### src/rtl/modulator_if.sv
// FIFO-side handshake of the PSK modulator: first-word-fall-through head data,
// empty flag and a one-clock pop strobe driven by the modulator.
`timescale 1ns/1ps
interface modulator_if;
  logic [7:0] sample;
  logic       empty;
  logic       read;

  // Modulator side: consumes head data, issues pops.
  modport master (input sample, input empty, output read);
  // FIFO side: presents head data, receives pops.
  modport slave  (output sample, output empty, input read);
endinterface

### src/rtl/modulator.sv
// PSK modulator: pops one B-bit symbol from a FWFT FIFO, then emits R carrier
// periods of a square wave whose phase is shifted by (sym*P) >> B clocks,
// along with a phase-0 reference carrier, a symbol clock and a sync marker.
`timescale 1ns/1ps
module modulator #(
  parameter int PARAMETER01 = 10, // carrier period in clocks, >= 2
  parameter int PARAMETER02 = 4,  // symbol width B, 1..8
  parameter int PARAMETER03 = 0,  // reserved, no functional effect
  parameter int PARAMETER04 = 5   // carrier periods per symbol R, >= 1
) (
  input  logic             clk,
  input  logic             rst,
  input  logic             enable,
  modulator_if.master      fifo,
  output logic             nsync,
  output logic             bclk,
  output logic             pwm,
  output logic             symb_clk
);

  localparam int P   = PARAMETER01;
  localparam int B   = PARAMETER02;
  localparam int R   = PARAMETER04;
  localparam int T   = P * R;
  localparam int H   = P / 2;
  localparam int K_W = $clog2(P);
  localparam int R_W = (R > 1) ? $clog2(R) : 1;

  // Reserved parameter is carried but deliberately has no effect.
  localparam int reserved_unused = PARAMETER03;

  typedef enum logic [1:0] {IDLE, LOAD, TX} state_t;

  state_t           state, state_nx;
  logic [K_W-1:0]   k, k_nx;
  logic [R_W-1:0]   rep, rep_nx;
  logic [B-1:0]     sym, sym_nx;

  logic             pwm_p0, bclk_p0, symb_p0, nsync_p0;

  // Only sample[B-1:0] carries symbol data; the upper bits are ignored.
  logic             sample_unused;
  assign sample_unused = ^fifo.sample;

  // Phase offset in clocks; sym < 2^B guarantees the result is below P.
  function automatic int phase_off(input logic [B-1:0] s);
    int sv;
    sv = int'(s);
    return (sv * P) >> B;
  endfunction

  // Shifted carrier level at carrier position kk for symbol s.
  function automatic logic pwm_level(input logic [K_W-1:0] kk, input logic [B-1:0] s);
    int ph;
    ph = int'(kk) + phase_off(s);
    if (ph >= P) ph = ph - P;
    return ph < H;
  endfunction

  // Symbol clock is high for the first half of the T-clock symbol.
  function automatic logic symb_level(input logic [K_W-1:0] kk, input logic [R_W-1:0] rr);
    int pos;
    pos = int'(rr) * P + int'(kk);
    return pos < (T / 2);
  endfunction

  // State and counter register; reset discards any symbol in flight.
  always_ff @(posedge clk or negedge rst) begin
    if (!rst) begin
      state <= IDLE;
      k     <= '0;
      rep   <= '0;
      sym   <= '0;
    end else begin
      state <= state_nx;
      k     <= k_nx;
      rep   <= rep_nx;
      sym   <= sym_nx;
    end
  end

  // Next state: one LOAD clock per symbol, then exactly T clocks of TX.
  always_comb begin
    state_nx = state;
    k_nx     = k;
    rep_nx   = rep;
    sym_nx   = sym;
    unique case (state)
      IDLE: begin
        if (enable && !fifo.empty) state_nx = LOAD;
      end
      LOAD: begin
        state_nx = TX;
        sym_nx   = fifo.sample[B-1:0];
        k_nx     = '0;
        rep_nx   = '0;
      end
      TX: begin
        if (k == K_W'(P - 1)) begin
          k_nx = '0;
          if (rep == R_W'(R - 1)) begin
            rep_nx   = '0;
            state_nx = (enable && !fifo.empty) ? LOAD : IDLE;
          end else begin
            rep_nx = rep + R_W'(1);
          end
        end else begin
          k_nx = k + K_W'(1);
        end
      end
      default: state_nx = IDLE;
    endcase
  end

  // Outputs: pop strobe decoded from state; carrier levels computed from the
  // next-state values so the registered outputs line up with the TX clocks.
  always_comb begin
    fifo.read = (state == LOAD);
    pwm_p0    = 1'b0;
    bclk_p0   = 1'b0;
    symb_p0   = 1'b0;
    nsync_p0  = 1'b1;
    if (state_nx == TX) begin
      pwm_p0   = pwm_level(k_nx, sym_nx);
      bclk_p0  = (int'(k_nx) < H);
      symb_p0  = symb_level(k_nx, rep_nx);
      nsync_p0 = !((k_nx == '0) && (rep_nx == '0));
    end
  end

  // Output register stage.
  always_ff @(posedge clk or negedge rst) begin
    if (!rst) begin
      pwm      <= 1'b0;
      bclk     <= 1'b0;
      symb_clk <= 1'b0;
      nsync    <= 1'b1;
    end else begin
      pwm      <= pwm_p0;
      bclk     <= bclk_p0;
      symb_clk <= symb_p0;
      nsync    <= nsync_p0;
    end
  end

endmodule

### src/flat_wrapper.sv
// flat-port wrapper written by rule: the top's interface ports become plain ports
module modulator_flat 
#(
  parameter int PARAMETER01 = 10,                                  
  parameter int PARAMETER02 = 4,                         
  parameter int PARAMETER03 = 0,                                   
  parameter int PARAMETER04 = 5                                        
)
  (clk, rst, enable, nsync, bclk, pwm, symb_clk, fifo_sample, fifo_empty, fifo_read);
  modulator_if fifo_i ();
  input  logic clk;
  input  logic rst;
  input  logic enable;
  output logic nsync;
  output logic bclk;
  output logic pwm;
  output logic symb_clk;
  input wire logic [$bits(fifo_i.sample)-1:0] fifo_sample;
  input wire logic [$bits(fifo_i.empty)-1:0] fifo_empty;
  output wire logic [$bits(fifo_i.read)-1:0] fifo_read;
  assign fifo_i.sample = fifo_sample;
  assign fifo_i.empty = fifo_empty;
  assign fifo_read = fifo_i.read;
  modulator #(.PARAMETER01(PARAMETER01), .PARAMETER02(PARAMETER02), .PARAMETER03(PARAMETER03), .PARAMETER04(PARAMETER04)) u_core (.clk(clk), .rst(rst), .enable(enable), .fifo(fifo_i), .nsync(nsync), .bclk(bclk), .pwm(pwm), .symb_clk(symb_clk));
endmodule
### config.mk
export PLATFORM = sky130hd
export DESIGN_NAME = modulator_flat
export DESIGN_NICKNAME = d
export VERILOG_FILES = /design/src/rtl/modulator_if.sv /design/src/rtl/modulator.sv /design/src/flat_wrapper.sv
export SDC_FILE = /design/constraint.sdc
export NUM_CORES = 1
export LEC_CHECK = 0
export ABC_CLOCK_PERIOD_IN_PS = 9700
export CAP_MARGIN = 5
export CELL_PAD_IN_SITES_DETAIL_PLACEMENT = 1
export CELL_PAD_IN_SITES_GLOBAL_PLACEMENT = 1
export CORE_MARGIN = 10
export CORE_UTILIZATION = 46
export DETAILED_ROUTE_END_ITERATION = 7
export PLACE_DENSITY = 0.84
export SETUP_SLACK_MARGIN = 0.02
export SYNTH_ARGS = -nofsm -noshare
export SYNTH_HDL_FRONTEND = slang
export SYNTH_SLANG_ARGS = --single-unit
### constraint.sdc
create_clock -name clk -period 9.7 [get_ports clk]
set_clock_uncertainty 0.2 [all_clocks]
set_input_delay 1.94 -clock clk [delete_from_list [all_inputs] [get_ports clk]]
set_output_delay 1.94 -clock clk [all_outputs]
set_load 0.05 [all_outputs]
==> impl_metrics.json, run 1 <==
{
  "status": "finished clean",
  "seq_area_um2": 427,
  "hold_path_startpoint": "u_core.sym[0]$_DFF_PN0_",
  "post_cts_buffers": 0,
  "r2r_end": "u_core.pwm$_DFF_PN0_",
  "leakage_nw": 0.849,
  "design_area_um2": 1610,
  "avgSynthCellArea_um2": 9.64,
  "r2r-start": "u_core.state[1]$_DFF_PN0_",
  "synth_edf_count": 0,
  "start_util": 0.475,
  "ant_nets": 0,
  "maxCapViolations": 0,
  "path_common_cell": "ha_1",
  "root_buffer": "clkbuf_4",
  "die_y_um": 75.7,
  "totalWireLength_mm": 3.42,
  "die_w_um": 75.7,
  "grt_pass1_vias": 1257,
  "worstHoldPathCells": 1,
  "postPlaceCellArea_um2": 1590,
  "finalSetupViolations": 0,
  "clk_pin_slew_ns": 0.09,
  "async_flop_share": 1.00,
  "multi_input_area_um2": 948,
  "hold_buffers": 0,
  "period_minus_slack_ns": 5.68,
  "core_area_um2": 3000,
  "cts_resized": 0,
  "fmax_mhz": 176,
  "htreeDepth": 1,
  "timing.setup.tns_ns": 0,
  "worst-setup-path-type": "input port to flip-flop",
  "grt_overflow": 0,
  "cpMaxStageDelayCell": "clkdlybuf4s50_1",
  "netlist_area_um2": 1430,
  "n_antenna_cell": 0,
  "antenna_found_initial": 0,
  "grt_pass1_wl_mm": 5.74,
  "rsz0062_at_grt": "no",
  "cp.arrival_ns": 5.69,
  "min_to": "u_core.sym[0]$_DFF_PN0_",
  "cts_max_path_buffers": 2,
  "via_count": 1178,
  "syn_nets": 185,
  "rr_worst_depth": 20,
  "cts_buffers": 3,
  "ys_ff_latch": 17,
  "dp_hpwl_mm": 2.82,
  "r2r_slack_ns": 5.14,
  "via_per_inst": 6.01,
  "clkLatencyLatePin_ns": 0.29,
  "crit_path_end_kind": "flip-flop",
  "wire_per_inst_um": 17.4,
  "nNetsFinal": 201,
  "cts.sinks": 17,
  "syn_inst": 148,
  "gp_congestion": 0.809,
  "cts_tree": "done",
  "syn2layout_area_growth_pct": 13.0,
  "synth.distinct_cells": 43,
  "start_kind": "input port",
  "synth_top_area_share": 0.281,
  "io_buffers": 12,
  "path_buf_inv": 2,
  "grt.total_usage": 0.131,
  "vdd_ir_drop_max_mv": 0.0427,
  "row_count": 20,
  "n_fill_cell": 350,
  "synth.yosys.seq_area_share": 0.299,
  "ys_warn_count": 0,
  "ios": 17,
  "cp_slowest_stage_delay_ns": 0.41,
  "startpoint": "fifo_sample[3]",
  "drive_above_1_share": 0.0798,
  "path_cells": "clkdlybuf4s50_1, mux2i_1, inv_1, ha_1, ha_1, ha_1, a21oi_1, xnor2_1, ha_1, and3_1, o21ai_0, and2_1, o21ai_0, ha_1, nor2b_1, o21ai_0, a311oi_1, nand2_1, a31oi_1",
  "slew_violations": 0,
  "crit_fanout": 4,
  "critPathRequiredTime_ns": 9.71,
  "use_met1": 0.143,
  "synthTopCellsByArea": "dfrtp_1 (28%), ha_1 (20%), a21oi_1 (3.5%)",
  "grt-busiest-layer": "met2",
  "power_density_nw_per_um2": 70.9,
  "drt-pass1-iter-count": 4,
  "tightest_slew_ns": 0.784,
  "first_iter_violations": 56,
  "min_path_type": "flip-flop to flip-flop",
  "crit_family": "adder cells",
  "ys_top_cells_by_count": "ha_1 (23), dfrtp_1 (16), inv_1 (11), a21oi_1 (10), nand2_1 (10)",
  "drc": 0,
  "period_share": 0.586,
  "grtUsageMet3": 0.0247,
  "grt_max_degree": 18,
  "dieArea_um2": 5730,
  "synth_top_cell_by_area": "dfrtp_1",
  "post-synth-top-count-cell": "ha_1",
  "synth_top_flop_cell": "dfrtp_1",
  "maxSlewHeadroom": 0.475,
  "use_met2": 0.244,
  "hold_viol": 0
}
## logic make-up after synthesis
logic type                 Yosys count  synth area share
AOI/OAI and AO/OA                   42             0.196
and+or+nand+nor                     40             0.163
adders and majority gates           25             0.230
DFF                                 17             0.299
buffers and inverters               13            0.0360
muxes                                6            0.0447
xor gates and xnor gates             5            0.0307
## where the power goes
| part | internal [mW] | switching [mW] | leakage [nW] | total, mW |
|---|---|---|---|---|
| clock network | 0.0160 | 0.0223 | 0.0150 | 0.0383 |
| logic | 0.00287 | 0.00229 | 0.618 | 0.00516 |
| registers | 0.0709 | 0 | 0.216 | 0.0709 |
## sequential cells by signal (all words and copies together), names as in the netlist
| signal | flops |
|---|---|
| u_core.symb_clk | 1 |
| u_core.rep | 3 |
| u_core.k | 4 |
| u_core.nsync | 1 |
| u_core.sym | 4 |
| u_core.state | 2 |
| u_core.pwm | 1 |
| u_core.bclk | 1 |
## layout by cell type (no fill, tap or decap), types with 2 or more instances in the layout
master           count
o21bai_1             2
fa_1                 2
inv_1               11
nand2b_1             2
nor3_1               3
ha_1                23
nor2b_1              3
nor2_1               3
and3_1               3
nand3_1              5
xor2_1               4
dfrtp_1             16
a21oi_1             10
clkbuf_4             3
o21ai_2              2
mux2_2               3
nand2_1             10
mux2i_1              3
o21ai_0              7
and2_1               3
clkdlybuf4s50_1     12
nand4b_1             2
a31oi_1              5
a21o_1               2
o211ai_1             3
## stage by stage
stage | power (mW) | setup WS [ns] | cells | hold WS, ns | utilization
floorplan | 0.0731 | 4.49 | 148 | 0.266 | -
detailed placement | 0.0776 | 3.68 | 192 | 0.290 | 0.528
global route | 0.121 | 3.69 | 196 | 0.347 | 0.537
CTS | 0.116 | 3.98 | 196 | 0.314 | 0.537
global placement | 0.0773 | 3.87 | 192 | 0.281 | 0.528
finish | 0.114 | 4.02 | 196 | 0.303 | 0.537
## per-layer routing
layer,wire (um),part of all wire,up-vias
met1,1450,0.43,584
li1,-,-,575
met2,1790,0.52,15
met4,53,0.016,0
met3,123,0.036,4
met5,0,0,-
## worst max-delay path by stage
stage	cells past startpoint	to
global route	19	u_core.pwm$_DFF_PN0_
floorplan	18	u_core.pwm$_DFF_PN0_
finish	19	u_core.pwm$_DFF_PN0_
global placement	19	u_core.pwm$_DFF_PN0_
CTS	19	u_core.pwm$_DFF_PN0_
detailed placement	19	u_core.pwm$_DFF_PN0_
## cell type report
cell class                 instances  area share
multi-input combinational        118       0.589
sequential                        17       0.265
timing repair buffer              13      0.0792
inverter                          11      0.0256
tap                               33      0.0256
clock buffer                       4      0.0163
Note: power is estimated with default switching activity, not from simulation.
==> inputs of run 2 (changes only) <==
Settings changed: ABC_CLOCK_PERIOD_IN_PS 9700 to 5200, CORE_UTILIZATION 46 to 39, PLACE_DENSITY 0.84 to 0.76.
Clock period 9.7 ns to 5.2 ns, I/O delays scaled along.
==> run 2 against run 1 <==
  * Combinational power increased by 85%
  * Core utilization decreased by 5.1 points
  * Clock-buffer cell count decreased by 1
  * Hold slack got worse by 0.0058 ns
  * Sequential power increased by 86%
  * Largest cell class unchanged
  * Via count about the same
  * Die area increased by 13%
  * Sequential share of layout area decreased by 0.93 points
  * Non-clock buffer count increased by 2
  * First-iteration DRC count decreased by 18%
  * Clock power increased to 2.6 times the previous value
  * Critical path depth decreased by 1
==> impl_metrics.json, run 2 (synthesized netlist as in run 1, its figures left out) <==
{
  "syn2layout_area_growth_pct": 17.1,
  "power_density_nw_per_um2": 145,
  "postPlaceCellArea_um2": 1610,
  "maxSlewHeadroom": 0.497,
  "timing.setup.tns_ns": 0,
  "tightest_slew_ns": 0.753,
  "crit_fanout": 4,
  "root_buffer": "clkbuf_8",
  "n_antenna_cell": 0,
  "die_w_um": 80.5,
  "antenna_found_initial": 0,
  "htreeDepth": 1,
  "wl_met1_mm": 1.51,
  "hold_viol": 0,
  "grt_overflow": 0,
  "cts_buffers": 3,
  "status": "finished clean",
  "multi_input_area_um2": 956,
  "period_minus_slack_ns": 4.90,
  "io_buffers": 12,
  "design_area_um2": 1670,
  "cp.arrival_ns": 4.83,
  "n_fill_cell": 407,
  "drt-pass1-iter-count": 4,
  "finalSetupViolations": 0,
  "min_path_type": "flip-flop to flip-flop",
  "cts.sinks": 17,
  "maxCapViolations": 0,
  "via_per_inst": 5.58,
  "ios": 17,
  "first_iter_violations": 46,
  "grt_pass1_vias": 1320,
  "drc": 0,
  "crit_path_end_kind": "flip-flop",
  "clk_pin_slew_ns": 0.07,
  "grt_max_degree": 18,
  "period_share": 0.943,
  "drive_above_1_share": 0.115,
  "wire_per_inst_um": 17.4,
  "core_area_um2": 3440,
  "grt.total_usage": 0.119,
  "ant_nets": 0,
  "worst-setup-path-type": "input port to flip-flop",
  "wl_met3_um": 87,
  "die_y_um": 80.5,
  "fin_util": 0.485,
  "seq_area_um2": 427,
  "start_kind": "input port",
  "setup_ws_ns": 0.298,
  "met2_wirelength_mm": 1.96,
  "final_common_cell": "ha_1",
  "cts_max_path_buffers": 2,
  "totalWireLength_mm": 3.67,
  "hold_buffers": 0,
  "rsz0062_at_grt": "no",
  "row_count": 21,
  "grt_pass1_wl_mm": 6.11,
  "highest_layer": "met4",
  "nNetsFinal": 203,
  "critPathRequiredTime_ns": 5.13,
  "finalPower_mw": 0.242,
  "vdd_ir_drop_max_mv": 0.0672,
  "start_util": 0.414,
  "dieArea_um2": 6480,
  "gp_congestion": 0.813,
  "slew_violations": 0,
  "cts_tree": "done",
  "dp_slack_ns": 0.0249,
  "holdWs_ns": 0.297,
  "dp_hpwl_mm": 2.90,
  "reg_top3": "u_core.k (4), u_core.sym (4), u_core.rep (3)",
  "leakage_nw": 0.869,
  "final_cell_mix": "ha_1 (23), dfrtp_1 (16), clkdlybuf4s50_1 (12), inv_1 (10), nand2_1 (10)",
  "clkLatencyLatePin_ns": 0.26,
  "via_count": 1177,
  "place_inst": 206,
  "fmax_mhz": 204,
  "layout.cells.non_filler": 211
}
-- run 2: cell count changes in the layout (fill, tap and decap cells not counted), moves of 2 or more --
cell,previous run,this run
clkbuf_8,0,3
o21ai_1,1,3
clkbuf_4,3,0
o21ai_0,7,5
buf_4,1,3
-- run 2: where the power goes --
group / switching [mW] / internal, mW
Sequential: 0 / 0.132
Combinational: 0.00416 / 0.00537
Clock: 0.0472 / 0.0533
-- run 2: repair_timing --
item / CTS / global route
gates resized for setup: 0 / 5
hold endpoints to repair: 0 / 0
setup buffers: 0 / 1
setup endpoints to repair: 0 / 1
-- run 2: per-layer routing --
metal / up-vias / global-route usage
met5: - / 0
met4: 0 / 0.0687
met2: 14 / 0.225
li1: 578 / -
met1: 576 / 0.122
met3: 9 / 0.0156
-- run 2: critical path, stage by stage --
cell and delay (ns):
clkdlybuf4s50_1 0.44, mux2i_2 0.25, inv_2 0.10, ha_1 0.31, ha_1 0.24, ha_1 0.21, a21oi_2 0.13, xnor2_1 0.08
ha_1 0.35, and3_1 0.18, or3_1 0.37, and2_1 0.20, o21ai_0 0.09, ha_1 0.24, a2bb2oi_1 0.23, a21boi_0 0.13
o21ai_1 0.15, a31oi_1 0.09
-- run 2: cell type report --
class / count / share of cell area
multi-input combinational: 118 / 0.572
timing repair buffer: 15 / 0.0854
clock inverter: 1 / 0.00300
tap: 46 / 0.0345
clock buffer: 3 / 0.0247
sequential: 17 / 0.255
inverter: 11 / 0.0247
-- run 2: final timing paths --
| path | end | depth (start not counted) | slack [ns] | start |
|---|---|---|---|---|
| hold / removal | u_core.sym[0]$_DFF_PN0_ | 1 | 0.30 | u_core.sym[0]$_DFF_PN0_ |
| setup reg to reg | u_core.pwm$_DFF_PN0_ | 19 | 0.55 | u_core.state[1]$_DFF_PN0_ |
| setup / recovery | u_core.pwm$_DFF_PN0_ | 18 | 0.30 | fifo_sample[3] |
| min in group asynchronous | u_core.pwm$_DFF_PN0_ | 1 | 1.03 | rst |
| max in group asynchronous | u_core.k[0]$_DFF_PN0_ | 1 | 3.30 | rst |
| hold reg to reg | u_core.sym[0]$_DFF_PN0_ | 1 | 0.30 | u_core.sym[0]$_DFF_PN0_ |
